<file path="src/rtl/fp_cmp_pipe_pkg.sv">
// Shared types and helpers for the pipelined floating-point compare/min/max unit.
package fp_cmp_pkg;

  // Operation select; encodings 5..7 are reserved and produce a zero result.
  typedef enum logic [2:0] {
    FCMP_EQ  = 3'd0,
    FCMP_LT  = 3'd1,
    FCMP_LE  = 3'd2,
    FCMP_MIN = 3'd3,
    FCMP_MAX = 3'd4
  } fp_op_e;

  // Per-operand classification produced by fp_classify.
  typedef struct packed {
    logic is_zero;
    logic is_inf;
    logic is_nan;
    logic is_snan;
    logic sign;
  } fp_class_t;

  localparam int unsigned FP_MAX_W = 64;

  // Canonical quiet NaN: sign 0, exponent all ones, mantissa MSB set, rest zero.
  function automatic logic [FP_MAX_W-1:0] canon_qnan(input int unsigned exp_w,
                                                     input int unsigned man_w);
    logic [FP_MAX_W-1:0] exp_ones;
    exp_ones = (64'd1 << exp_w) - 64'd1;
    return (exp_ones << man_w) | (64'd1 << (man_w - 1));
  endfunction

endpackage

</file>
<file path="src/rtl/fp_cmp_pipe_if.sv">
// Operand-issue and result handshake bundle between the FPU issue stage, this unit and writeback.
interface fp_cmp_pipe_if #(
  parameter int EXP_W = 8,
  parameter int MAN_W = 23
);
  localparam int W = 1 + EXP_W + MAN_W;

  logic         in_valid;
  logic         in_ready;
  logic [W-1:0] in_a;
  logic [W-1:0] in_b;
  logic [2:0]   in_op;
  logic         out_valid;
  logic         out_ready;
  logic [W-1:0] out_res;
  logic         out_nv;

  // Upstream issue / downstream writeback side.
  modport master (
    output in_valid, in_a, in_b, in_op, out_ready,
    input  in_ready, out_valid, out_res, out_nv
  );

  // Compare unit side.
  modport slave (
    input  in_valid, in_a, in_b, in_op, out_ready,
    output in_ready, out_valid, out_res, out_nv
  );
endinterface

</file>
<file path="src/rtl/fp_classify.sv">
// Combinational IEEE-754 operand classifier (zero / inf / NaN / sNaN / sign).
module fp_classify
  import fp_cmp_pkg::*;
#(
  parameter int EXP_W = 8,
  parameter int MAN_W = 23
) (
  input  logic [EXP_W+MAN_W:0] op_i,
  output fp_class_t            cls_o
);
  logic [EXP_W-1:0] exp_f;
  logic [MAN_W-1:0] man_f;
  logic             exp_ones;
  logic             man_zero;

  assign exp_f    = op_i[MAN_W +: EXP_W];
  assign man_f    = op_i[MAN_W-1:0];
  assign exp_ones = &exp_f;
  assign man_zero = (man_f == '0);

  assign cls_o.sign    = op_i[EXP_W+MAN_W];
  assign cls_o.is_zero = (exp_f == '0) && man_zero;
  assign cls_o.is_inf  = exp_ones && man_zero;
  assign cls_o.is_nan  = exp_ones && !man_zero;
  // A NaN is signalling when the quiet bit (mantissa MSB) is clear.
  assign cls_o.is_snan = exp_ones && !man_zero && !man_f[MAN_W-1];
endmodule

</file>
<file path="src/rtl/fp_cmp_pipe.sv">
// Pipelined IEEE-754 EQ/LT/LE/MIN/MAX unit with valid/ready handshake and sticky invalid flag.
module fp_cmp_pipe
  import fp_cmp_pkg::*;
#(
  parameter int EXP_W  = 8,
  parameter int MAN_W  = 23,
  parameter int STAGES = 2   // 2: classify/compare reg + output reg; any other value: output reg only
) (
  input  logic          clk,
  input  logic          rst_n,
  fp_cmp_pipe_if.slave  bus,
  output logic          nv_sticky,
  input  logic          nv_clr
);
  localparam int W = 1 + EXP_W + MAN_W;
  localparam int M = EXP_W + MAN_W;
  localparam logic [W-1:0] QNAN = W'(canon_qnan(EXP_W, MAN_W));

  // Everything the result stage needs, captured at the classify/compare boundary.
  typedef struct packed {
    logic [W-1:0] a;
    logic [W-1:0] b;
    fp_op_e       op;
    logic         nan_a;
    logic         nan_b;
    logic         snan_a;
    logic         snan_b;
    logic         zero_both;
    logic         lt;   // a orders strictly below b (meaningless if either is NaN)
    logic         eq;   // a and b order equal   (meaningless if either is NaN)
  } stage_t;

  fp_class_t    cls_a, cls_b;
  stage_t       stage_d, src;
  logic         src_valid;
  logic         in_ready;
  logic         out_adv;
  logic         out_valid_q;
  logic [W-1:0] out_res_q, res_d;
  logic         out_nv_q, nv_d;
  logic         nv_sticky_q;
  logic         any_nan, any_snan;
  logic         unused_inf;

  fp_classify #(.EXP_W(EXP_W), .MAN_W(MAN_W)) u_cls_a (.op_i(bus.in_a), .cls_o(cls_a));
  fp_classify #(.EXP_W(EXP_W), .MAN_W(MAN_W)) u_cls_b (.op_i(bus.in_b), .cls_o(cls_b));

  // Infinities need no special case: their magnitude already orders above every finite value.
  assign unused_inf = cls_a.is_inf ^ cls_b.is_inf;

  // Sign-magnitude ordering and capture of the classification bits.
  always_comb begin
    // NOTE: every always_comb output gets a default first so no path leaves it unassigned (no latch).
    stage_d           = '0;
    stage_d.a         = bus.in_a;
    stage_d.b         = bus.in_b;
    stage_d.op        = fp_op_e'(bus.in_op);
    stage_d.nan_a     = cls_a.is_nan;
    stage_d.nan_b     = cls_b.is_nan;
    stage_d.snan_a    = cls_a.is_snan;
    stage_d.snan_b    = cls_b.is_snan;
    stage_d.zero_both = cls_a.is_zero && cls_b.is_zero;
    if (cls_a.is_zero && cls_b.is_zero) begin
      stage_d.eq = 1'b1;
    end else if (cls_a.sign != cls_b.sign) begin
      stage_d.lt = cls_a.sign;
    end else begin
      stage_d.eq = (bus.in_a[M-1:0] == bus.in_b[M-1:0]);
      stage_d.lt = cls_a.sign ? (bus.in_a[M-1:0] > bus.in_b[M-1:0])
                              : (bus.in_a[M-1:0] < bus.in_b[M-1:0]);
    end
  end

  // Output register can take a new beat when empty or when its result is consumed.
  assign out_adv = !out_valid_q || bus.out_ready;

  if (STAGES == 2) begin : g_two
    stage_t s1_q;
    logic   s1_valid_q;

    // Classify/compare register.
    always_ff @(posedge clk or negedge rst_n) begin
      if (!rst_n) begin
        // NOTE: sequential state uses non-blocking assignments only, so every register samples pre-edge values.
        s1_valid_q <= 1'b0;
        s1_q       <= '0;
      end else if (in_ready) begin
        s1_valid_q <= bus.in_valid;
        if (bus.in_valid) s1_q <= stage_d;
      end
    end

    assign in_ready  = !s1_valid_q || out_adv;
    assign src_valid = s1_valid_q;
    assign src       = s1_q;
  end else begin : g_one
    assign in_ready  = out_adv;
    assign src_valid = bus.in_valid;
    assign src       = stage_d;
  end

  // Result select: compare bit, min/max operand choice, NaN and signed-zero handling.
  always_comb begin
    res_d    = '0;
    nv_d     = 1'b0;
    any_nan  = src.nan_a || src.nan_b;
    any_snan = src.snan_a || src.snan_b;
    case (src.op)
      FCMP_EQ: begin
        res_d[0] = !any_nan && src.eq;
        nv_d     = any_snan;
      end
      FCMP_LT: begin
        res_d[0] = !any_nan && src.lt;
        nv_d     = any_nan;
      end
      FCMP_LE: begin
        res_d[0] = !any_nan && (src.lt || src.eq);
        nv_d     = any_nan;
      end
      FCMP_MIN, FCMP_MAX: begin
        nv_d = any_snan;
        if (src.nan_a && src.nan_b)  res_d = QNAN;
        else if (src.nan_a)          res_d = src.b;
        else if (src.nan_b)          res_d = src.a;
        // Zeros: MIN prefers the negative one, MAX the positive one, whatever the order.
        else if (src.zero_both)      res_d = ((src.op == FCMP_MIN) == src.a[W-1]) ? src.a : src.b;
        else if (src.op == FCMP_MIN) res_d = (src.lt || src.eq) ? src.a : src.b;
        else                         res_d = src.lt ? src.b : src.a;
      end
      default: ;
    endcase
  end

  // Output register; result and flag hold while stalled.
  always_ff @(posedge clk or negedge rst_n) begin
    if (!rst_n) begin
      out_valid_q <= 1'b0;
      out_res_q   <= '0;
      out_nv_q    <= 1'b0;
    end else if (out_adv) begin
      out_valid_q <= src_valid;
      if (src_valid) begin
        out_res_q <= res_d;
        out_nv_q  <= nv_d;
      end
    end
  end

  // Sticky invalid flag: a consumed nv result sets it and beats a simultaneous clear.
  always_ff @(posedge clk or negedge rst_n) begin
    if (!rst_n) begin
      nv_sticky_q <= 1'b0;
    end else if (out_valid_q && bus.out_ready && out_nv_q) begin
      nv_sticky_q <= 1'b1;
    end else if (nv_clr) begin
      nv_sticky_q <= 1'b0;
    end
  end

  assign bus.in_ready  = in_ready;
  assign bus.out_valid = out_valid_q;
  assign bus.out_res   = out_res_q;
  assign bus.out_nv    = out_nv_q;
  assign nv_sticky     = nv_sticky_q;
endmodule

</file>
<file path="src/flat_wrapper.sv">
// flat-port wrapper written by rule: the top's interface ports become plain ports
module fp_cmp_pipe_flat import fp_cmp_pkg::*;
#(
  parameter int EXP_W  = 8,
  parameter int MAN_W  = 23,
  parameter int STAGES = 2                                                                            
)
  (clk, rst_n, nv_sticky, nv_clr, bus_in_valid, bus_in_a, bus_in_b, bus_in_op, bus_out_ready, bus_in_ready, bus_out_valid, bus_out_res, bus_out_nv);
  fp_cmp_pipe_if #(.EXP_W(EXP_W), .MAN_W(MAN_W)) bus_i ();
  input  logic clk;
  input  logic rst_n;
  output logic nv_sticky;
  input  logic nv_clr;
  input wire logic [$bits(bus_i.in_valid)-1:0] bus_in_valid;
  input wire logic [$bits(bus_i.in_a)-1:0] bus_in_a;
  input wire logic [$bits(bus_i.in_b)-1:0] bus_in_b;
  input wire logic [$bits(bus_i.in_op)-1:0] bus_in_op;
  input wire logic [$bits(bus_i.out_ready)-1:0] bus_out_ready;
  output wire logic [$bits(bus_i.in_ready)-1:0] bus_in_ready;
  output wire logic [$bits(bus_i.out_valid)-1:0] bus_out_valid;
  output wire logic [$bits(bus_i.out_res)-1:0] bus_out_res;
  output wire logic [$bits(bus_i.out_nv)-1:0] bus_out_nv;
  assign bus_i.in_valid = bus_in_valid;
  assign bus_i.in_a = bus_in_a;
  assign bus_i.in_b = bus_in_b;
  assign bus_i.in_op = bus_in_op;
  assign bus_i.out_ready = bus_out_ready;
  assign bus_in_ready = bus_i.in_ready;
  assign bus_out_valid = bus_i.out_valid;
  assign bus_out_res = bus_i.out_res;
  assign bus_out_nv = bus_i.out_nv;
  fp_cmp_pipe #(.EXP_W(EXP_W), .MAN_W(MAN_W), .STAGES(STAGES)) u_core (.clk(clk), .rst_n(rst_n), .bus(bus_i), .nv_sticky(nv_sticky), .nv_clr(nv_clr));
endmodule
</file>
<file path="config.mk">
export PLATFORM = sky130hd
export DESIGN_NAME = fp_cmp_pipe_flat
export DESIGN_NICKNAME = d
export VERILOG_FILES = /design/src/rtl/fp_cmp_pipe_pkg.sv /design/src/rtl/fp_cmp_pipe_if.sv /design/src/rtl/fp_classify.sv /design/src/rtl/fp_cmp_pipe.sv /design/src/flat_wrapper.sv
export SDC_FILE = /design/constraint.sdc
export NUM_CORES = 1
export LEC_CHECK = 0
export BUFFER_PORTS_ARGS = -buffer_cell sky130_fd_sc_hd__buf_2
export CAP_MARGIN = 20
export CORE_MARGIN = 8
export CORE_UTILIZATION = 30
export DETAILED_ROUTE_END_ITERATION = 10
export HOLD_SLACK_MARGIN = 0.05
export PLACE_DENSITY = 0.53
export SKIP_LAST_GASP = 1
export SYNTH_ARGS = -nofsm -noshare
export SYNTH_HDL_FRONTEND = slang
export SYNTH_HIERARCHICAL = 1
export SYNTH_SLANG_ARGS = --single-unit
</file>
<file path="constraint.sdc">
create_clock -name clk -period 3.25 [get_ports clk]
set_clock_uncertainty 0.05 [all_clocks]
set_input_delay 0.4875 -clock clk [delete_from_list [all_inputs] [get_ports clk]]
set_output_delay 0.4875 -clock clk [all_outputs]
set_load 0.01 [all_outputs]
</file>
==> results.cfg, run 1 <==
[critical_path]
r2r-start = u_core/g_two.s1_q[8]$_DFFE_PN0P_
r2r-end = u_core/bus.out_res[7]$_DFFE_PN0P_
cp_max_fo = 3
cp-endpoint = u_core/g_two.s1_q[1]$_DFFE_PN0P_
critPathLaunchType = primary input
crit_start = bus_in_b[25]
worstSetupPathType = in -> reg
rrSetupSlack_ns = 1.06
worstPathRequired_ns = 3.46
endpoint_kind = flop
reg2reg_depth = 7
arrival_ns = 2.41

[route]
vias = 4352
vias_per_cell = 4.957
drt-total-wl_um = 15380
routedWlPerCell_um = 17.52
drtIter0Drc = 247
ant_nets = 0
route.detailed.drc = 0
dr.pass1.iters = 4

[finish]
seqCellArea_um2 = 2753
nFillCells = 1876
multi_input_area_um2 = 2606
final_area_um2 = 6670
areaGrowthSynthToFinish_pct = 17.89
drive_above_1_share_pct = 28.57
nets = 743
antenna-diode-count = 0

[clock_tree]
holdBufCountCts = 0
clock_path_buffers = 2
cts_tree = yes
path_clk_slew_ns = 0.07
postCtsSetupRepairBufs = 0
cts.sinks = 110
cts_made_buffers = 9
cts.htree.levels = 3
clk_latency_ns = 0.35
cts_resized = 0
cts_root_buf = clkbuf_16

[grt]
antenna_found_initial = 0
grt_remaining_overflow = 0
grt_max_degree = 111
grt_util_met1_pct = 16.93
grt_pass1_vias = 4677
grt_pass1_wl_um = 25030
grtUsageTotal_pct = 13.35
use_met2_pct = 21.48
top_usage_layer = met2
grt_use_met3_pct = 2.537

[timing]
finalHoldViolCount = 0
setup_tns_ns = 0
max_freq_mhz = 453.0
setup_viol_count_final = 0
fin_crit_sh_pct = 67.93
drv_slew = 0
period_needed_ns = 2.208
slew_headroom_pct = 51.34
tightest_slew_ns = 0.7281
rsz0062_at_grt = no

[worst_hold_path]
hold_path.class = in -> async

[yosys]
syn_avg_cell_area_um2 = 10.42
ys_warn_count = 6
syn_nets = 646
netlist_area_um2 = 5658
synthCells = 543

[floorplanning]
start_util_pct = 30.45
fp-row-count = 50
ios = 108
die_x_um = 153.3
dieArea_um2 = 23510
core_area_um2 = 18580
die_h_um = 153.3

[status]
status = finished, final reports clean

[placed_design]
place_congestion = 0.9048
hpwlAfterDp_um = 11620
placed_area_um2 = 6395
portBuffers = 107

[run]
drv_cap = 0

[power]
power.leakage_nw = 3.222
peakVddDrop_v = 0.0002367
p_per_area_nw_per_um2 = 542.0
metrics by stage:
| stage | hold slack (ns) | total power [W] | cells | util [%] | worst slack [ns] |
|---|---|---|---|---|---|
| after floorplan | 0.1419 | 0.002270 | 543 | - | 1.094 |
| after global placement | 0.4122 | 0.002567 | 863 | 34.42 | 0.7676 |
| after detailed placement | 0.4189 | 0.002593 | 863 | 34.42 | 0.6962 |
| after CTS | 0.1848 | 0.003668 | 878 | 35.90 | 1.008 |
| after global routing | 0.2118 | 0.003820 | 878 | 35.90 | 0.8556 |
| final | 0.1624 | 0.003615 | 878 | 35.90 | 1.042 |
sequential cells by signal, indices dropped and copies added (netlist names):
| name | cells |
|---|---|
| u_core/bus.out_nv | 1 |
| u_core/bus.out_res | 32 |
| u_core/bus.out_valid | 1 |
| u_core/g_two.s1_q | 74 |
| u_core/g_two.s1_valid_q | 1 |
| u_core/nv_sticky | 1 |
layout make-up:
cell class | instances | area share (%)
Multi-Input combinational cell | 370 | 39.07
Inverter | 36 | 2.026
Sequential cell | 110 | 41.27
Tap cell | 234 | 4.389
Clock buffer | 12 | 3.845
Timing Repair Buffer | 113 | 9.116
Clock inverter | 3 | 0.2814
placed cells by master (no fill, tap or decap), types with 6 or more instances in the layout:
master	instances
nand4_1	7
o22ai_1	10
clkbuf_16	9
nand2_1	77
nor2_1	11
nand3_1	8
mux2_2	41
o21ai_0	49
nor3_1	9
nor4_1	8
o21ai_1	20
dfrtp_1	110
ha_1	31
mux2i_1	21
nor4_2	6
inv_1	36
buf_2	106
a21oi_1	23
worst max-delay path: stages:
cell      delay (ns)
buf_2           0.10
inv_1           0.06
ha_1            0.31
a21o_1          0.18
a221o_1         0.35
a221oi_1        0.38
o21ai_1         0.14
o21a_1          0.20
a211oi_1        0.20
where the power goes:
group          internal (W)  total, W  switching [W]  leakage [nW]
Clock              0.000559   0.00106       0.000500         0.139
Sequential          0.00157   0.00170       0.000132          1.37
Combinational      0.000371  0.000854       0.000483          1.71
Total               0.00250   0.00361        0.00111          3.22
how the worst min path moves through the flow:
stage	endpoint
detailed placement	u_core/bus.out_res[25]$_DFFE_PN0P_
global route	u_core/bus.out_res[7]$_DFFE_PN0P_
floorplan	u_core/bus.out_nv$_DFFE_PN0P_
global placement	u_core/g_two.s1_q[29]$_DFFE_PN0P_
CTS	u_core/bus.out_res[7]$_DFFE_PN0P_
finish	u_core/bus.out_res[7]$_DFFE_PN0P_
per-layer routing:
metal	wire length (um)	up-vias	part of all wire, %
li1	-	2118	-
met5	0	-	0
met1	7057	2086	46
met2	7104	121	46
met4	506	0	3.3
met3	713	27	4.6
No activity file was read; power rests on OpenSTA's default activity.
==> run 2: changes to the inputs <==
PLACE_DENSITY = 0.55   (was 0.53)
clock period = 2 ns   (was 3.25 ns; I/O delays follow)
==> run 2 against run 1 <==
Combinational power is 85% higher. Critical path depth down 2. Die area is the same. Largest cell class unchanged.
==> results.cfg, run 2 (synthesized netlist as in run 1, its figures left out) <==
[status]
status = finished, final reports clean

[power]
p_sw_w = 0.001874
p_sw_share_pct = 30.98
p_seq_share_pct = 45.6
p_int_w = 0.004176
peakVddDrop_v = 0.0003930
p_per_area_nw_per_um2 = 840.2
power.leakage_nw = 3.520
power_frac_comb_pct = 26.2
power.share.clock_pct = 28.2

[critical_path]
cp_num_buf_inv = 1
path_common_cell = mux2i_4
worstSetupPathType = reg -> reg
worstPathRequired_ns = 2.19
endpoint_kind = flop
crit_family = multiplexers
path_cells = nand3b_4 -> mux2i_4 -> mux2i_4 -> a21oi_4 -> buf_12 -> mux2i_1 -> o21ai_1
cpMaxStageDelayCell = dfrtp_1
cp_max_fo = 12
critPathLaunchType = flop
cpPeakStageDelay_ns = 0.41
arrival_ns = 2.11

[finish]
final_cell_count_no_fill = 937
largest_reg_flops = 74
final_common_cell = dfrtp_1
nets = 802
top_register = u_core/g_two.s1_q
final_core_util_pct = 38.75
drive_above_1_share_pct = 34.85
areaGrowthSynthToFinish_pct = 27.27
layout_common_cells = dfrtp_1 (109), buf_2 (106), nand2_1 (77)
antenna-diode-count = 0

[grt]
grt_pass1_wl_um = 25910
grt_pass1_vias = 4709
grt_max_degree = 37
antenna_found_initial = 0
grt_remaining_overflow = 0
grtUsageTotal_pct = 13.95

[clock_tree]
cts.htree.levels = 3
cts_made_buffers = 9
clock_path_buffers = 2
clk_latency_ns = 0.35
cts_root_buf = clkbuf_16
postCtsSetupRepairBufs = 0
path_clk_slew_ns = 0.07
cts.sinks = 110
cts_tree = yes

[route]
drt-total-wl_um = 16130
vias_per_cell = 4.835
dr.pass1.iters = 4
drtIter0Drc = 240
route.detailed.drc = 0
vias = 4530
ant_nets = 0
routedWlPerCell_um = 17.21

[placed_design]
place_inst = 921
hpwlAfterDp_um = 12940
dp_slack_ns = -0.3099
place_congestion = 0.9057
portBuffers = 107

[floorplanning]
start_util_pct = 30.45
die_x_um = 153.3
ios = 108
die_h_um = 153.3
core_area_um2 = 18580
dieArea_um2 = 23510
fp-row-count = 50

[worst_hold_path]
hold_path.class = in -> reg

[timing]
max_freq_mhz = 519.6
setup_viol_count_final = 0
slew_headroom_pct = 60.67
finalHoldViolCount = 0
fin_crit_sh_pct = 96.23
drv_slew = 0
period_needed_ns = 1.925
tightest_slew_ns = 0.5846
layout_setup_ws_ns = 0.07547
setup_tns_ns = 0
hold_ws_ns = 0.08539
rsz0062_at_grt = yes

[run]
drv_cap = 0
run 2: layout make-up:
class | instances | area, um2
Fill cell | 1793 | 11380
Sequential cell | 110 | 2754
Multi-Input combinational cell | 370 | 2640
Timing Repair Buffer | 172 | 1104
Tap cell | 234 | 292.8
Clock buffer | 11 | 242.7
Inverter | 36 | 135.1
Clock inverter | 4 | 32.53
run 2: stage by stage:
| stage | cell area [um2] | total power, W |
|---|---|---|
| floorplan | 5658 | 0.003689 |
| global placement | 6880 | 0.004335 |
| detailed placement | 6880 | 0.004383 |
| CTS | 7166 | 0.006107 |
| global route | 7201 | 0.006396 |
| finish | 7201 | 0.006050 |
run 2: final timing paths:
| path | slack [ns] | cells past startpoint | endpoint | start |
|---|---|---|---|---|
| worst min-delay path | 0.09 | 2 | u_core/nv_sticky$_DFFE_PN0P_ | nv_clr |
| worst max-delay path | 0.08 | 7 | u_core/bus.out_res[19]$_DFFE_PN0P_ | u_core/g_two.s1_q[8]$_DFFE_PN0P_ |
| worst min register to register | 0.43 | 2 | u_core/bus.out_res[25]$_DFFE_PN0P_ | u_core/bus.out_res[25]$_DFFE_PN0P_ |
| min in group asynchronous | 0.37 | 2 | u_core/bus.out_res[30]$_DFFE_PN0P_ | rst_n |
| worst max register to register | 0.08 | 7 | u_core/bus.out_res[19]$_DFFE_PN0P_ | u_core/g_two.s1_q[8]$_DFFE_PN0P_ |
| max in group asynchronous | 0.89 | 3 | u_core/g_two.s1_q[1]$_DFFE_PN0P_ | rst_n |
run 2: repair_timing:
action | 4_1_cts | 5_1_grt
endpoints found under the setup margin | 0 | 31
hold buffers | 1 | 0
gates resized for setup | 0 | 5
hold endpoints to repair | 24 | 0
run 2: routing by layer:
layer / vias to the layer above / routed length [um] / track usage (%)
li1: 2241 / - / -
met1: 2196 / 7588 / 17.96
met2: 82 / 7792 / 23.25
met3: 11 / 533 / 2.114
met4: 0 / 215 / 5.226
met5: - / 0 / 0
run 2: power by group through the flow:
stage                     clock network [W]  registers [W]  logic [W]
after floorplan                           0        0.00280   0.000887
after global placement                    0        0.00278    0.00155
after detailed placement                  0        0.00280    0.00158
after CTS                           0.00176        0.00276    0.00159
after global routing                0.00185        0.00280    0.00174
final                               0.00171        0.00276    0.00158
